### src/rtl/debug_event_detect.sv
`default_nettype none
// +----------------------------------------------------------------------------+
// | Module      : debug_event_detect                                           |
// | Description : Synchronises and debounces an asynchronous debug signal,     |
// |               emitting single-cycle rise/fall/glitch pulses and counting   |
// |               accepted rising events.                                      |
// |               Legal ranges: SYNC_STAGES 2..4, FILTER_CYCLES 2..15.         |
// | Revision    : 1.0 - initial release                                        |
// +----------------------------------------------------------------------------+
module debug_event_detect #(
    parameter int SYNC_STAGES   = 2,
    parameter int FILTER_CYCLES = 4,
    parameter int CNT_WIDTH     = 16
) (
    input  logic                 clk,
    input  logic                 nReset,
    input  logic                 async_in,
    input  logic                 enable,
    input  logic                 count_clear,
    output logic                 level_out,
    output logic                 rise_pulse,
    output logic                 fall_pulse,
    output logic                 glitch_pulse,
    output logic [CNT_WIDTH-1:0] event_count,
    output logic                 overflow
);

    localparam logic [3:0] c_QCNT_LAST = 4'(FILTER_CYCLES - 1);

    typedef enum logic [1:0] {
        ST_LOW    = 2'd0,
        QUAL_HIGH = 2'd1,
        ST_HIGH   = 2'd2,
        QUAL_LOW  = 2'd3
    } state_t;

    state_t                 r_state;
    state_t                 w_state_nxt;
    logic [3:0]             r_qcnt;
    logic [3:0]             w_qcnt_nxt;
    logic [SYNC_STAGES-1:0] r_sync;
    logic                   w_s;
    logic                   w_rise;
    logic                   w_fall;
    logic                   w_glitch;
    logic                   w_count_rise;

    logic                   r_level;
    logic                   r_rise;
    logic                   r_fall;
    logic                   r_glitch;
    logic [CNT_WIDTH-1:0]   r_cnt;
    logic                   r_ovf;

    // async_in is touched only by the first synchroniser stage
    always_ff @(posedge clk) begin
        if (!nReset) begin
            r_sync <= '0;
        end else begin
            r_sync <= {r_sync[SYNC_STAGES-2:0], async_in};
        end
    end

    assign w_s = r_sync[SYNC_STAGES-1];

    always_ff @(posedge clk) begin
        if (!nReset) begin
            r_state <= ST_LOW;
            r_qcnt  <= 4'd0;
        end else begin
            r_state <= w_state_nxt;
            r_qcnt  <= w_qcnt_nxt;
        end
    end

    always_comb begin
        w_state_nxt = r_state;
        w_qcnt_nxt  = r_qcnt;
        w_rise      = 1'b0;
        w_fall      = 1'b0;
        w_glitch    = 1'b0;
        case (r_state)
            ST_LOW: begin
                if (w_s) begin
                    w_state_nxt = QUAL_HIGH;
                    w_qcnt_nxt  = 4'd1;
                end
            end
            QUAL_HIGH: begin
                if (!w_s) begin
                    w_state_nxt = ST_LOW;
                    w_qcnt_nxt  = 4'd0;
                    w_glitch    = 1'b1;
                end else if (r_qcnt == c_QCNT_LAST) begin
                    w_state_nxt = ST_HIGH;
                    w_qcnt_nxt  = 4'd0;
                    w_rise      = 1'b1;
                end else begin
                    w_qcnt_nxt  = r_qcnt + 4'd1;
                end
            end
            ST_HIGH: begin
                if (!w_s) begin
                    w_state_nxt = QUAL_LOW;
                    w_qcnt_nxt  = 4'd1;
                end
            end
            QUAL_LOW: begin
                if (w_s) begin
                    w_state_nxt = ST_HIGH;
                    w_qcnt_nxt  = 4'd0;
                    w_glitch    = 1'b1;
                end else if (r_qcnt == c_QCNT_LAST) begin
                    w_state_nxt = ST_LOW;
                    w_qcnt_nxt  = 4'd0;
                    w_fall      = 1'b1;
                end else begin
                    w_qcnt_nxt  = r_qcnt + 4'd1;
                end
            end
            default: begin
                w_state_nxt = ST_LOW;
                w_qcnt_nxt  = 4'd0;
            end
        endcase
    end

    assign w_count_rise = w_rise & enable;

    // level keeps tracking while disabled; only pulses and counting are gated
    always_ff @(posedge clk) begin
        if (!nReset) begin
            r_level  <= 1'b0;
            r_rise   <= 1'b0;
            r_fall   <= 1'b0;
            r_glitch <= 1'b0;
        end else begin
            if (w_rise) begin
                r_level <= 1'b1;
            end else if (w_fall) begin
                r_level <= 1'b0;
            end
            r_rise   <= w_rise & enable;
            r_fall   <= w_fall & enable;
            r_glitch <= w_glitch & enable;
        end
    end

    always_ff @(posedge clk) begin
        if (!nReset) begin
            r_cnt <= '0;
            r_ovf <= 1'b0;
        end else if (count_clear) begin
            r_cnt <= w_count_rise ? CNT_WIDTH'(1) : '0;
            r_ovf <= 1'b0;
        end else if (w_count_rise) begin
            if (&r_cnt) begin
                r_ovf <= 1'b1;
            end else begin
                r_cnt <= r_cnt + CNT_WIDTH'(1);
            end
        end
    end

    assign level_out    = r_level;
    assign rise_pulse   = r_rise;
    assign fall_pulse   = r_fall;
    assign glitch_pulse = r_glitch;
    assign event_count  = r_cnt;
    assign overflow     = r_ovf;

endmodule
`default_nettype wire

### config.mk
export PLATFORM = sky130hd
export DESIGN_NAME = debug_event_detect
export DESIGN_NICKNAME = d
export VERILOG_FILES = /design/src/rtl/debug_event_detect.sv
export SDC_FILE = /design/constraint.sdc
export NUM_CORES = 1
export LEC_CHECK = 0
export ABC_CLOCK_PERIOD_IN_PS = 2800
export CORE_MARGIN = 3
export CORE_UTILIZATION = 25
export CTS_CLUSTER_SIZE = 25
export DETAILED_ROUTE_END_ITERATION = 8
export SLEW_MARGIN = 20
export SYNTH_ARGS = -nofsm -noshare
export SYNTH_HDL_FRONTEND = slang
export SYNTH_SLANG_ARGS = --single-unit
### constraint.sdc
create_clock -name clk -period 2.8 [get_ports clk]
set_input_delay 0.56 -clock clk [delete_from_list [all_inputs] [get_ports clk]]
set_output_delay 0.56 -clock clk [all_outputs]
set_load 0.05 [all_outputs]
==> key figures <==
GRT
  – Grt ovf: 0
  – Vias in the first global route: 1201
  – Initial antenna violation count: 0
  – Largest net degree at the start of global routing: 17
  – GRT Overall Usage: 10.9%
  – First-pass GRT wire length: 5550 um

Floorplan
  – Chip Height: 81.6 um
  – FP Rows: 26
  – Initial Util: 26.9%
  – I/O pin total: 26
  – Chip Width: 81.6 um
  – Area of the core: 0.00530 mm^2
  – Die area: 0.00666 mm^2

Setup path
  – CP Launch Type: flip-flop
  – Data arrival, critical path: 1.58 ns
  – Worst Path Buf+Inv: 1
  – Critical-path top delay cell: clkdlybuf4s50_1
  – Crit Path Max Fanout: 7
  – Worst EP required: 2.24 ns
  – Largest stage delay, worst path: 0.86 ns
  – R2r startpoint: r_qcnt[0]
  – CP Capture Type: primary output
  – Critical-path cell list: clkdlybuf4s50_1
  – Worst-case reg-to-reg path depth: 5
  – WS Path Type: flip-flop to primary output
  – FF-to-FF End: event_count[12]
  – FF-to-FF setup slack: 0.85 ns
  – CP delay by family, top: buffers and inverters

Detailed routing
  – Drt pass-1 iters: 4
  – DRC: 0
  – DRT iter0 DRCs: 83
  – Via count: 1294
  – Vias per cell: 5.07
  – ANT nets after route: 0
  – DR WL/cell: 13.1 um
  – WL final: 3350 um

Clock network
  – # hold bufs at CTS: 0
  – CTS tree: yes
  – CTS buffer count: 5
  – Worst-Skew Late Latency: 0.28 ns
  – PostCTS Resize Cnt: 0
  – Worst-path clk slew: 0.06 ns
  – Clock Tree Root: clkbuf_8
  – Htree depth: 2
  – Post-CTS Setup Inserts: 0
  – Clock Path Buffers: 2
  – Sink Count: 29

Timing
  – Clock skew: 0.00402 ns
  – Tcrit/Tclk final: 76.4%
  – Unrepaired setup endpoints after global routing: no
  – Fin. max-slew vios: 0
  – Final critical-path required period: 2.14 ns
  – Least-Margin Pin Slew: 0.637 ns
  – Setup_tns: 0 ns
  – Setup Viol. Count Final: 0
  – Worst rel slew slack: 57.4%
  – Fmax: 0.467 GHz
  – Hold Fails Final Rpt: 0

Logic synthesis
  – Register area share after synthesis: 40.6%
  – Top cells by count, synth: dfxtp_1, a21oi_1, nand2_1
  – Post-synth EDFFs: 0
  – Yosys reg bits: 29
  – Post-synthesis cell area: 0.00143 mm^2
  – Mapped Cells: 157
  – Post-synth top area share: 40.6%
  – Post-synth top flop: dfxtp_1
  – Synth area leaders: dfxtp_1, a21oi_1, o31ai_1
  – Netlist cell types: 45
  – Mean Syn Cell Area: 9.10 um^2
  – Synth async-reset ratio: 0%
  – Count leader, synth: dfxtp_1
  – Synth warnings: 0
  – Total nets after synthesis: 164
  – Synth area leader: dfxtp_1

Place
  – Final GP Congestion: 0.714
  – Dpl cell area: 0.00174 mm^2
  – # port buffers: 25
  – HPWL Detailed: 2400 um

Worst hold path
  – Worst Hold End: r_sync[1]
  – Min-delay src: r_sync[0]
  – Hold WC Path Type: flip-flop to flip-flop
  – Hold depth: 1

Cells and area
  – Layout cells sized above 1: 8.65%
  – Area delta synth->final: 28.1%
  – Layout net count: 192
  – Final Instance Area: 0.00183 mm^2
  – Core Util, Final: 34.5%
  – Ant. Diodes: 0

Power and ir drop
  – Lkg Pwr: 0.604 nW
  – Power density over cell area: 433 mW/mm^2
  – Peak supply drop: 0.153 mV

Flow run
  – Max Cap Viol: 0

Run status
  – Status: complete, no violations
cell type report:
type / count / area [um^2]
clock buffer: 7 / 86.3
fill: 565 / 3470
inverter: 1 / 3.75
multi-input combinational: 120 / 800
sequential: 29 / 581
tap: 70 / 87.6
timing repair buffer: 28 / 273
per-layer routing:
layer  GRT usage, %  part of all wire (%)  up-vias
li1               -                     -      667
met1           14.2                    52      601
met2           16.1                    41       21
met3           4.50                   5.1        5
met4           3.99                   1.6        0
met5              0                     0        -
how the worst max path moves through the flow:
stage                   start              end  slack, ns  cells past startpoint
3_5_place_dp           enable   event_count[6]       0.50                      5
4_1_cts        event_count[2]   event_count[2]       0.64                      1
2_1_floorplan  event_count[0]  event_count[10]       0.77                      6
3_3_place_gp           enable   event_count[9]       0.54                      5
5_1_grt        event_count[2]   event_count[2]       0.59                      1
6_report       event_count[9]   event_count[9]       0.66                      1
registers in the layout, indices dropped and copies added, names as in the netlist, named ones only:
| signal | flops |
|---|---|
| event_count | 16 |
| fall_pulse | 1 |
| r_sync | 2 |
| overflow | 1 |
| glitch_pulse | 1 |
| r_qcnt | 4 |
| rise_pulse | 1 |
| r_state | 1 |
| level_out | 1 |
per-stage QoR:
step           instances  setup WS [ns]  total power [W]  hold WS, ns
6_report             255          0.660         0.000792        0.435
5_1_grt              255          0.589         0.000826        0.471
4_1_cts              255          0.642         0.000806        0.436
3_5_place_dp         248          0.504         0.000453        0.422
3_3_place_gp         248          0.544         0.000453        0.414
2_1_floorplan        157          0.771         0.000440        0.412
placed cells by master (no fill, tap or decap), drive strengths merged, types with 2 or more instances in the layout:
cell	n
a21boi	2
a21oi	14
a31oi	4
and2	4
and3	5
and3b	2
and4	3
buf	3
clkbuf	7
clkdlybuf4s50	25
dfxtp	29
ha	2
nand2	11
nand2b	2
nand3	8
nand3b	2
nand4	7
nor2	5
nor2b	4
nor3	2
nor3b	2
nor4	2
o211ai	2
o21a	2
o21ai	5
o31ai	9
or4	9
power by group:
part	internal, W	total (W)	switching, W
Combinational	0.0000120	0.0000250	0.0000130
Sequential	0.000415	0.000418	0.00000302
Clock	0.000195	0.000349	0.000154
kinds of logic after synthesis:
kind of cell,Yosys count,synth area share (%)
compound gates,45,20.7
xor+xnor,2,1.23
fa+ha+maj,2,1.75
buf+inv,8,3.41
flops,29,40.6
simple gates,71,32.3
No activity file was read; power rests on OpenSTA's default activity.
